### src/rtl/mod_updown_counter.sv
// Up/down counter with runtime limit, wrap or saturate terminal mode,
// synchronous load, terminal-count pulse and a saturating wrap counter.
module mod_updown_counter #(
  parameter int WIDTH = 4,
  parameter int WRAPW = 8
) (
  input  logic             clock,
  input  logic             reset,
  input  logic             enable,
  input  logic             up,
  input  logic             mode,
  input  logic [WIDTH-1:0] limit,
  input  logic             load,
  input  logic [WIDTH-1:0] load_value,
  output logic [WIDTH-1:0] count,
  output logic             tc,
  output logic [WRAPW-1:0] wrap_count
);

  logic [WIDTH-1:0] count_nx;
  logic             tc_nx;
  logic             wrap_inc;

  logic below;
  logic above;
  logic zero;

  assign below = count < limit;
  assign above = count > limit;
  assign zero  = count == '0;

  logic up_inc, up_wrap, up_sat;
  logic dn_clip, dn_dec, dn_wrap, dn_sat;

  // Mutually exclusive step kinds; zero and above cannot both hold.
  assign up_inc  = up & below;
  assign up_wrap = up & ~below & ~mode;
  assign up_sat  = up & ~below & mode;
  assign dn_clip = ~up & above;
  assign dn_dec  = ~up & ~above & ~zero;
  assign dn_wrap = ~up & zero & ~mode;
  assign dn_sat  = ~up & zero & mode;

  always_comb begin
    count_nx = count;
    tc_nx    = 1'b0;
    wrap_inc = 1'b0;
    if (load) begin
      count_nx = (load_value > limit)
               ? limit : load_value;
    end else if (enable) begin
      unique case (1'b1)
        up_inc: begin
          count_nx = count + 1'b1;
        end
        up_wrap: begin
          count_nx = '0;
          tc_nx    = 1'b1;
          wrap_inc = 1'b1;
        end
        up_sat: begin
          count_nx = limit;
          tc_nx    = 1'b1;
        end
        dn_clip: begin
          count_nx = limit;
        end
        dn_dec: begin
          count_nx = count - 1'b1;
        end
        dn_wrap: begin
          count_nx = limit;
          tc_nx    = 1'b1;
          wrap_inc = 1'b1;
        end
        dn_sat: begin
          count_nx = '0;
          tc_nx    = 1'b1;
        end
        default: begin
          count_nx = count;
        end
      endcase
    end
  end

  always_ff @(posedge clock or posedge reset) begin
    if (reset) begin
      count      <= '0;
      tc         <= 1'b0;
      wrap_count <= '0;
    end else begin
      count <= count_nx;
      tc    <= tc_nx;
      if (wrap_inc && (wrap_count != '1))
        wrap_count <= wrap_count + 1'b1;
    end
  end

endmodule

### config.mk
export PLATFORM = sky130hd
export DESIGN_NAME = mod_updown_counter
export DESIGN_NICKNAME = d
export VERILOG_FILES = /design/src/rtl/mod_updown_counter.sv
export SDC_FILE = /design/constraint.sdc
export NUM_CORES = 1
export LEC_CHECK = 0
export ABC_AREA = 1
export BUFFER_PORTS_ARGS = -buffer_cell sky130_fd_sc_hd__buf_2
export CAP_MARGIN = 40
export CORE_ASPECT_RATIO = 0.9
export CORE_MARGIN = 4
export CORE_UTILIZATION = 40
export DETAILED_ROUTE_END_ITERATION = 6
export PLACE_DENSITY = 0.72
export SLEW_MARGIN = 20
export SYNTH_ARGS = -nofsm -noshare
export SYNTH_HDL_FRONTEND = slang
export SYNTH_SLANG_ARGS = --single-unit
export TNS_END_PERCENT = 1
### constraint.sdc
create_clock -name clock -period 5.2 [get_ports clock]
set_clock_uncertainty 0.2 [all_clocks]
set_input_delay 0.52 -clock clock [delete_from_list [all_inputs] [get_ports clock]]
set_output_delay 0.52 -clock clock [all_outputs]
set_load 0.05 [all_outputs]
* After elaboration in Yosys (flattened, before gate mapping)
Index checks and enable logic that the tools add are counted.
** Word-level totals
- Output and inout port bits :: 13
- Word-level logic and storage cells :: 44
- Register bits after elaboration :: 13
- Bits of input ports :: 14
** Operators by class
- Equal/unequal tests :: 1
- Multiplexer cells :: 10
- Bitwise logic cells :: 15
- Magnitude comparators :: 3
- Reduce and logical (&&, ||, !) cells :: 9
- Add/sub/neg operators :: 3
** Operator list (count)
- $pmux 4 s4 :: 1
- $mux 4 :: 3
- $and 1x1->1 :: 10
- $add 8x1->8 const B :: 1
- $gt 4x4->1 :: 2
- $ne 8x8->1 const B :: 1
- $mux 1 :: 6
- $not 1->1 :: 5
- $reduce_bool 5->1 :: 1
- $add 4x1->4 const B :: 1
- $logic_not 4->1 :: 1
- $lt 4x4->1 :: 1
- $reduce_or 2->1 :: 2
- $reduce_or 4->1 :: 1
- $sub 4x1->4 const B :: 1
- $reduce_or 3->1 :: 1
- $reduce_and 2->1 :: 1
- $reduce_bool 2->1 :: 1
- $logic_and 1x1->1 :: 1

* Logic depth before layout (Yosys ltp)
Gate-level depths: netlist of the first run.
- Depth in word-level cells :: 9
- Mapped depth :: 20
- Gate-level depth less buffers :: 20

* Least setup slack after synthesis of the first run
Ideal clock, no wire load.
- Kind :: reg2reg
- From :: reg count[3]
- To :: reg count[2]
- Clock period less this slack :: 2.590 ns
- Cell stages (with the launch flop) :: 18
- Library setup time :: 0.082 ns
- Path buffers :: 0
- Path slack :: 2.610 ns
- Required time :: 4.918 ns
- Arrival time :: 2.308 ns
- Cell sequence :: dfrtp_1 -> ha_1 -> nand2_1 -> inv_1 -> nand2_1 -> nand2_1 -> nand2_1 -> nand3_1 -> nand2_1 -> inv_2 -> ha_1 -> inv_1 -> nand2_1 -> nand3_1 -> nand3_1 -> o21ai_0 -> nand2_1 -> a31oi_1
** Between the ends
- Cells in the longest elaborated chain, start to end :: 8
- Elaborated cells on any way between the ends :: 23
- Those cells by class :: 2 x order compare; 3 x mux; 13 x bitwise; 5 x reduce/logical
** RTL lines
- start: declaration :: line 15 : output logic [WIDTH-1:0] count,
- start signal: assignment :: line 93 : count <= count_nx;
- $lt 4x4->1 :: line 28 : assign below = count < limit;
- $not 1->1 :: line 37, 38
- $and 1x1->1 :: line 37, 38
- $and 1x1->1 (on tied branches) :: line 38, 37
- $reduce_or 3->1 (no source line) or $reduce_or 2->1 (tied branches)
- $pmux 4 s4 :: line 52 : unique case (1'b1)
- $mux 4 :: line 51 : end else if (enable) begin
- $mux 4 :: line 48 : if (load) begin
Several ways; a longest one is shown, not always the timed one. The select of a mux whose other input is x is not followed.
A chain may end at the register's enable or synchronous reset.

* Worst setup path in the final report of the first run
Ends and elaborated chain as after synthesis.

==> results of run 1 <==
-- state kept, by name, indices dropped and copies added, names as in the netlist --
register    cells
count           4
tc              1
wrap_count      8
-- Yosys cell counts (all sizes together) --
| master | n |
|---|---|
| a21oi | 6 |
| a22oi | 1 |
| a31oi | 3 |
| clkinv | 1 |
| dfrtp | 13 |
| ha | 10 |
| inv | 24 |
| mux2 | 1 |
| nand2 | 36 |
| nand3 | 14 |
| nand4 | 2 |
| nor2 | 14 |
| nor3 | 1 |
| o211ai | 4 |
| o21ai | 8 |
| xnor2 | 4 |
| xor2 | 3 |
-- critical path, stage by stage, from the launching register on --
cell and delay (ns):
dfrtp_1 0.52, ha_1 0.31, nand2_1 0.07, inv_1 0.05, nand2_1 0.06, nand2_1 0.07
nand2_1 0.16, nand3_1 0.14, nand2_1 0.13, inv_2 0.05, ha_1 0.16, inv_1 0.07
nand2_1 0.05, nand3_1 0.07, nand3_1 0.09, o21ai_0 0.10, nand2_1 0.07, a31oi_1 0.13
-- power by group --
group | switching (mW) | internal, mW
sequential | 0.0336 | 0.122
combinational | 0.213 | 0.0951
clock | 0.0308 | 0.0297
-- routing by layer --
layer  part of all wire [%]  wire length, um
met1                     46             1090
met2                     47             1120
met3                    6.0              144
met4                    1.2               29
met5                      0                0
-- cells in the final DEF (no fill, tap or decap) --
cell type  synthesis  layout
a31oi_4            1       1
nor2_2             1       1
clkbuf_1           0       1
ha_1              10      10
dfrtp_1           13      13
inv_2              3       3
o21ai_1            1       1
nand2_1           33      33
nor2_1            11      11
o211ai_4           1       1
a21oi_1            5       5
mux2_2             1       1
clkbuf_4           0       3
nor2_4             2       2
o211ai_1           3       3
nand3_1           11      11
nand3_2            3       3
clkinv_2           1       1
o21ai_2            1       1
a21oi_2            1       1
buf_2              0      26
nor3_1             1       1
inv_1             21      21
nand2_2            3       3
xnor2_1            4       4
xor2_1             3       3
a31oi_1            2       2
a22oi_1            1       1
o21ai_0            6       6
nand4_1            2       2
-- through the flow --
step                      hold slack, ns  setup WS [ns]  cell area (um2)  util (%)  instances
after floorplan                    0.197           2.61             1100         -        145
after global placement             0.302           2.53             1260      49.8        199
after detailed placement           0.303           2.48             1260      49.8        199
after CTS                         0.0798           2.65             1290      50.9        203
after global routing              0.0921           2.43             1290      50.9        203
final                             0.0570           2.62             1290      50.9        203
-- final timing paths --
kind	start	to	slack, ns	cells after the start
worst max-delay path	count[3]	count[2]	2.62	17
worst min-delay path	reset	tc	0.06	2
worst max register to register	count[3]	count[2]	2.62	17
worst min register to register	wrap_count[2]	wrap_count[2]	0.31	1
max in group asynchronous	reset	wrap_count[2]	4.41	2
min in group clock	wrap_count[2]	wrap_count[2]	0.31	1
-- kinds of logic (layout without fill, tap and decap cells) --
kind of cell | Yosys count | count (layout)
flip-flops | 13 | 13
adder cells (fa/ha/maj) | 10 | 10
buffers and inverters | 25 | 55
AND/OR/NAND/NOR | 67 | 67
multiplexers | 1 | 1
XOR/XNOR | 7 | 7
AO/OA/AOI/OAI | 22 | 22
-- area by class of cell --
class | count | area, um2
clock buffer | 4 | 26.3
fill | 245 | 1240
inverter | 25 | 95.1
multi-input combinational | 107 | 676
sequential | 13 | 325
tap | 28 | 35.0
timing repair buffer | 26 | 130
==> impl_metrics.csv, run 1 <==
group,metric,value,unit
run_status,status,"finished clean",
yosys,ys_seq_area_share,29.7,%
grt,grt_util_met3,4.07,%
yosys,synth_xor_area_share,5.59,%
timing,rsz0062_at_grt,"false",
floorplan,fp.dieW,63.2,um
grt,met1_usage,17.6,%
cts,cts_resized,0,
cts,post_cts_buffers,0,
cts,hold_buffers,0,
yosys,synth_top_area_cell,"dfrtp_1",
floorplan,rows,17,
cts,cts_tree,"built",
grt,antenna_found_initial,0,
grt,grt_max_degree,14,
yosys,yosys.area.top_type_share,29.7,%
yosys,synth_nets,169,
grt,grt_remaining_overflow,0,
timing,drv_slew,0,
pwr,power.total,0.524,mW
grt,busiest_layer,"met2",
route,drt_pre_antenna_iters,6,
final_layout,area_delta_synth_final,17.5,%
timing,tns,0,ns
placement,portBuffers,26,
worst_setup_path,required,5.19,ns
grt,grt_pass1_wl,4170,um
floorplan,core_area,0.00253,mm2
timing,worst_pin_slew,0.490,ns
yosys,syn_avg_cell_area,7.56,um2
timing,hold_viol_final,0,
timing,period_share,49.6,%
timing,slew-limit-headroom,67.3,%
cts,clkTransAtPathRegs,0.08,ns
floorplan,die_h,57.7,um
cts,clkSinkCount,13,
route,routed_wl,2390,um
grt,first_global_vias,959,
cts,htree_num_levels,1,
timing,max_freq,388,MHz
yosys,synth.mux.area_fraction,1.03,%
worst_setup_path,cp-end-kind,"flip-flop",
yosys,ys_ff_latch,13,
route,via_per_inst,5.01,
pwr,p_leak,0.713,nW
final_layout,nets,200,
floorplan,start_util,43.3,%
route,drt_iter0_markers,24,
route,wl_per_cell,11.8,um
cts,clockBufferDepth,2,
route,route.vias.total,1018,
cts,clk-insertion-delay-late,0.27,ns
final_layout,drive_gt1_share,26.9,%
pwr,power_density,407,mW/mm2
floorplan,die_area,0.00364,mm2
run,cap_violations,0,
yosys,synth_compound_area_share,14.8,%
min_path,hold_class,"in -> async",
worst_setup_path,cp-start-kind,"flip-flop",
yosys,synth.distinct_cells,27,
yosys,yosys_warnings,0,
route,antenna_left,0,
placement,hpwl,2000,um
grt,globalRouteTotalUtil,14.0,%
timing,finalCriticalPeriod,2.58,ns
worst_setup_path,critPathKind,"reg -> reg",
yosys,syn-cell-area,0.00110,mm2
yosys,synthSimpleGateAreaFrac,28.8,%
yosys,synth_top_family_by_area,"simple AND/OR/NAND/NOR gates",
timing,finalSetupViolations,0,
placement,gp_congestion,0.829,
pwr,vdd_ir_drop_max,0.000160,V
yosys,synthAdderAreaFrac,11.4,%
route,drc,0,
grt,met2_usage,24.5,%
cts,clockRootBuffer,"clkbuf_4",
yosys,syn_inst,145,
floorplan,ioPinCount,27,
cts,cts_buffers,3,
worst_setup_path,worstPathMaxFanout,5,
final_layout,antenna_cells,0,
worst_setup_path,arrival,2.57,ns
yosys,synthTopCellsByArea,"dfrtp_1 (30%), ha_1 (11%), nand2_1 (11%), inv_1 (7.2%), nand3_1 (5.0%)",
(Power assumes the default switching activity.)
==> run 2: changes to the inputs <==
- clock period: 5.2 -> 2.6 ns (I/O delays scaled with it)
==> impl_metrics.csv, run 2 (synthesis results as in run 1) <==
group,metric,value,unit
worst_setup_path,worst-path-buf-inv,2,
worst_setup_path,arrival,2.46,ns
cts,cts_buffers,3,
floorplan,core_area,0.00253,mm2
timing,worst_pin_slew,0.463,ns
grt,grt_pass1_wl,4370,um
cts,clk-insertion-delay-late,0.28,ns
min_path,hold_class,"in -> reg",
timing,worst_slack,0.142,ns
floorplan,die_h,57.7,um
pwr,vdd_ir_drop_max,0.000336,V
timing,hold_viol_final,0,
timing,tns,0,ns
run,cap_violations,0,
final_layout,largest_registers,"wrap_count: 8 flops, count: 4 flops, tc: 1 flops",
worst_setup_path,cp-start-kind,"flip-flop",
worst_setup_path,crit_chain,"ha_1, a21oi_1, nand2_1, nand2_2, nand3_1, nand2_1, inv_2, ha_1, inv_1, nand2_1, nand3_1, nand3_1, o21ai_0, nand2_1, a31oi_1",
timing,slew-limit-headroom,69.1,%
min_path,worstHoldStart,"enable",
worst_setup_path,crit_path_max_incr_delay,0.43,ns
worst_setup_path,reg2reg_slack,0.14,ns
worst_setup_path,slowest_stage,"dfrtp_2",
grt,globalRouteTotalUtil,15.2,%
pwr,power_density,819,mW/mm2
final_layout,area_delta_synth_final,21.8,%
cts,clockRootBuffer,"clkbuf_4",
cts,htree_num_levels,1,
grt,grt_max_degree,14,
grt,grt_remaining_overflow,0,
final_layout,layout.cells.most_common,"nand2_1",
worst_setup_path,r2r-end,"count[2]",
route,via_per_inst,5.13,
floorplan,fp.dieW,63.2,um
cts,clkTransAtPathRegs,0.07,ns
final_layout,antenna_cells,0,
cts,clockBufferDepth,2,
timing,finalSetupViolations,0,
floorplan,die_area,0.00364,mm2
cts,cts_tree,"built",
run_status,status,"finished clean",
placement,portBuffers,26,
min_path,hold_depth,3,
timing,period_share,94.5,%
timing,drv_slew,0,
placement,hpwl,2130,um
final_layout,drive_gt1_share,30.0,%
cts,clkSinkCount,13,
grt,first_global_vias,992,
worst_setup_path,r2r_start,"count[3]",
grt,antenna_found_initial,0,
worst_setup_path,crit_start,"count[3]",
route,drc,0,
timing,finalCriticalPeriod,2.46,ns
worst_setup_path,crit_family,"simple AND/OR/NAND/NOR gates",
worst_setup_path,critPathKind,"reg -> reg",
pwr,p_leak,0.735,nW
final_layout,nets,205,
floorplan,rows,17,
placement,place_area,0.00128,mm2
route,antenna_left,0,
timing,max_freq,407,MHz
final_layout,stdcell_area,0.00134,mm2
route,drt_iter0_markers,55,
worst_setup_path,cp-end-kind,"flip-flop",
floorplan,start_util,43.3,%
worst_setup_path,required,2.61,ns
route,drt_pre_antenna_iters,4,
worst_setup_path,critPathMostFrequentCell,"nand2_1",
final_layout,largest_reg_flops,8,
floorplan,ioPinCount,27,
worst_setup_path,reg2reg_depth,15,
final_layout,most-common-layout-cells,"nand2_1 (32), buf_2 (26), inv_1 (21)",
route,route.vias.total,1067,
worst_setup_path,worstPathMaxFanout,5,
timing,rsz0062_at_grt,"false",
placement,gp_congestion,0.864,
route,routed_wl,2570,um
route,wl_per_cell,12.3,um
final_layout,top_register,"wrap_count",
min_path,whs_endpoint,"tc",
placement,dp_slack,0.0428,ns
==> run 2: cell type report <==
cell class                 instances  area, um2
clock buffer                       4       26.3
fill                             239       1200
inverter                          25       97.6
multi-input combinational        107        678
sequential                        13        328
tap                               28       35.0
timing repair buffer              31        170
==> run 2: worst max path at each step <==
stage | end | slack, ns | depth (start not counted)
after floorplan | count[2] | 0.01 | 17
after global placement | count[2] | 0.12 | 15
after detailed placement | count[2] | 0.04 | 15
after CTS | count[2] | 0.04 | 15
after global routing | count[2] | 0.006 | 19
final | count[2] | 0.14 | 15
==> run 2: repair_timing <==
| action | 4_1_cts | 5_1_grt |
|---|---|---|
| hold buffers | 1 | 0 |
| endpoints found under the hold margin | 13 | 0 |
| setup buffers | 0 | 1 |
| resized for setup | 0 | 4 |
| endpoints found under the setup margin | 0 | 2 |
==> run 2: where the power goes <==
part,internal (mW),leakage [nW],switching [mW]
combinational,0.215,0.553,0.463
clock,0.0597,0.0150,0.0628
sequential,0.247,0.167,0.0459
==> run 2: metal layers <==
metal	track usage, %	vias to the layer above	part of all wire [%]
li1	-	547	-
met1	18.8	473	43
met2	24.7	42	48
met3	4.46	5	7.5
met4	7.08	0	1.8
met5	0	-	0
==> run 2: stage by stage <==
step	hold slack (ns)	power (mW)	instances	utilization [%]
final	0.0851	1.09	208	52.7
after global routing	0.0835	1.19	208	52.7
after CTS	0.0766	1.08	207	52.2
after detailed placement	0.104	0.952	202	50.7
after global placement	0.0917	0.933	202	50.7
after floorplan	-0.0630	0.785	145	-
==> run 2: worst reg2reg max path: cells and delay by family, from the launching register on <==
family          cells  cell delay (ns)
simple gates        8             0.79
fa+ha+maj           2             0.47
compound gates      3             0.36
flops               1             0.43
buf+inv             2             0.12
==> run 3: changes to the inputs <==
- CORE_ASPECT_RATIO: 0.9 -> unset
==> impl_metrics.csv, run 3 (synthesis results as in run 1) <==
group,metric,value,unit
grt,grt_pass1_wl,4420,um
worst_setup_path,reg2reg_slack,0.15,ns
route,drt_iter0_markers,52,
route,drc,0,
floorplan,ioPinCount,27,
worst_setup_path,required,2.61,ns
cts,clockRootBuffer,"clkbuf_4",
final_layout,most-common-layout-cells,"nand2_1 (31), buf_2 (26), inv_1 (21)",
run_status,status,"finished clean",
route,routed_wl,2670,um
cts,clkSinkCount,13,
timing,whs,0.0895,ns
timing,hold_viol_final,0,
pwr,p_int,0.546,mW
route,route.vias.total,1093,
worst_setup_path,cp-end-kind,"flip-flop",
final_layout,area_delta_synth_final,24.5,%
final_layout,nets,207,
grt,grt_util_met3,1.91,%
timing,max_freq,408,MHz
timing,finalSetupViolations,0,
grt,met2_usage,26.1,%
grt,globalRouteTotalUtil,15.7,%
final_layout,largest_registers,"wrap_count: 8 flops, count: 4 flops, tc: 1 flops",
pwr,sw_frac_of_total,52.3,%
final_layout,drive_gt1_share,31.9,%
route,wl_per_cell,12.6,um
grt,busiest_layer,"met2",
final_layout,top_register,"wrap_count",
pwr,combPwrFrac,63.5,%
placement,gp_congestion,0.848,
grt,grt_max_degree,14,
route,via_per_inst,5.16,
floorplan,start_util,43.1,%
worst_setup_path,arrival,2.46,ns
worst_setup_path,crit_path_max_incr_delay,0.44,ns
pwr,power_density,839,mW/mm2
cts,clk-insertion-delay-late,0.28,ns
grt,met1_usage,20.4,%
worst_setup_path,worstPathMaxFanout,5,
worst_setup_path,critPathKind,"reg -> reg",
min_path,hold_class,"in -> reg",
run,cap_violations,0,
timing,period_share,94.3,%
pwr,seq_power_share,25.2,%
worst_setup_path,slowest_stage,"dfrtp_2",
timing,finalCriticalPeriod,2.45,ns
cts,cts_tree,"built",
floorplan,rows,18,
cts,clockBufferDepth,2,
route,antenna_left,0,
grt,grt_remaining_overflow,0,
timing,drv_slew,0,
route,drt_pre_antenna_iters,4,
cts,cts_buffers,3,
final_layout,antenna_cells,0,
timing,worst_pin_slew,0.511,ns
pwr,power_switching,0.599,mW
placement,portBuffers,26,
floorplan,die_area,0.00364,mm2
pwr,vdd_ir_drop_max,0.000451,V
pwr,p_leak,0.750,nW
worst_setup_path,crit_chain,"ha_1, nand2_1, inv_1, nand2_1, nand2_1, nand2_2, nand2_4, nand2_1, nand2_2, inv_2, ha_1, inv_1, nand2_1, nand3_1, nand3_1, o21ai_0, nand2_1, a31oi_1",
worst_setup_path,cp-start-kind,"flip-flop",
final_layout,layout.cells.most_common,"nand2_1",
floorplan,core_area,0.00254,mm2
floorplan,fp.dieW,60.3,um
grt,first_global_vias,1037,
final_layout,final_util,53.6,%
floorplan,die_h,60.3,um
timing,slew-limit-headroom,65.9,%
worst_setup_path,critPathMostFrequentCell,"nand2_1",
final_layout,largest_reg_flops,8,
cts,clkTransAtPathRegs,0.09,ns
grt,antenna_found_initial,0,
placement,hpwl,2050,um
pwr,clockPowerShare,11.3,%
cts,htree_num_levels,1,
==> run 3: critical path: cells and delay by family (launching register included) <==
| family | cells | cell delay [ns] |
|---|---|---|
| fa+ha+maj | 2 | 0.46 |
| flops | 1 | 0.44 |
| buf+inv | 3 | 0.17 |
| simple gates | 11 | 0.85 |
| compound gates | 2 | 0.24 |
==> run 3: layout make-up <==
class | instances | area, um2
Clock buffer | 4 | 26.3
Multi-Input combinational cell | 107 | 691
Fill cell | 246 | 1180
Inverter | 25 | 97.6
Sequential cell | 13 | 328
Timing Repair Buffer | 33 | 185
Tap cell | 30 | 37.5
==> run 3: layer usage <==
| layer | vias up | routed length, um |
|---|---|---|
| met5 | - | 0 |
| met4 | 0 | 60 |
| met3 | 8 | 172 |
| met2 | 47 | 1330 |
| met1 | 489 | 1110 |
| li1 | 549 | - |
==> run 3: final timing paths <==
path / from / endpoint / cells after the start
max: count[3] / count[2] / 18
min: enable / tc / 3
max reg2reg: count[3] / count[2] / 18
min reg2reg: wrap_count[5] / wrap_count[5] / 1
max in group asynchronous: reset / count[3] / 3
min in group asynchronous: reset / wrap_count[6] / 3
==> run 3: stage by stage <==
stage	area (um2)	power (mW)	TNS (ns)	std cells	worst slack, ns
2_1_floorplan	1100	0.785	0	145	0.0103
3_3_place_gp	1280	0.932	0	203	0.146
3_5_place_dp	1280	0.952	0	203	0.0788
4_1_cts	1320	1.08	0	208	0.0367
5_1_grt	1370	1.24	-0.0917	212	-0.0917
6_report	1370	1.14	0	212	0.147
==> run 3: what timing repair did <==
item / in CTS / in global routing
gates resized for setup: 0 / 7
hold endpoints to repair: 13 / 0
hold buffers: 1 / 0
setup buffers: 0 / 4
setup endpoints to repair: 0 / 1
==> run 3: power groups by stage <==
stage                     clock network [mW]  logic [mW]  registers [mW]
after floorplan                            0       0.330           0.456
after global placement                     0       0.634           0.298
after detailed placement                   0       0.651           0.300
after CTS                              0.130       0.657           0.296
after global routing                   0.138       0.806           0.293
final                                  0.130       0.727           0.288
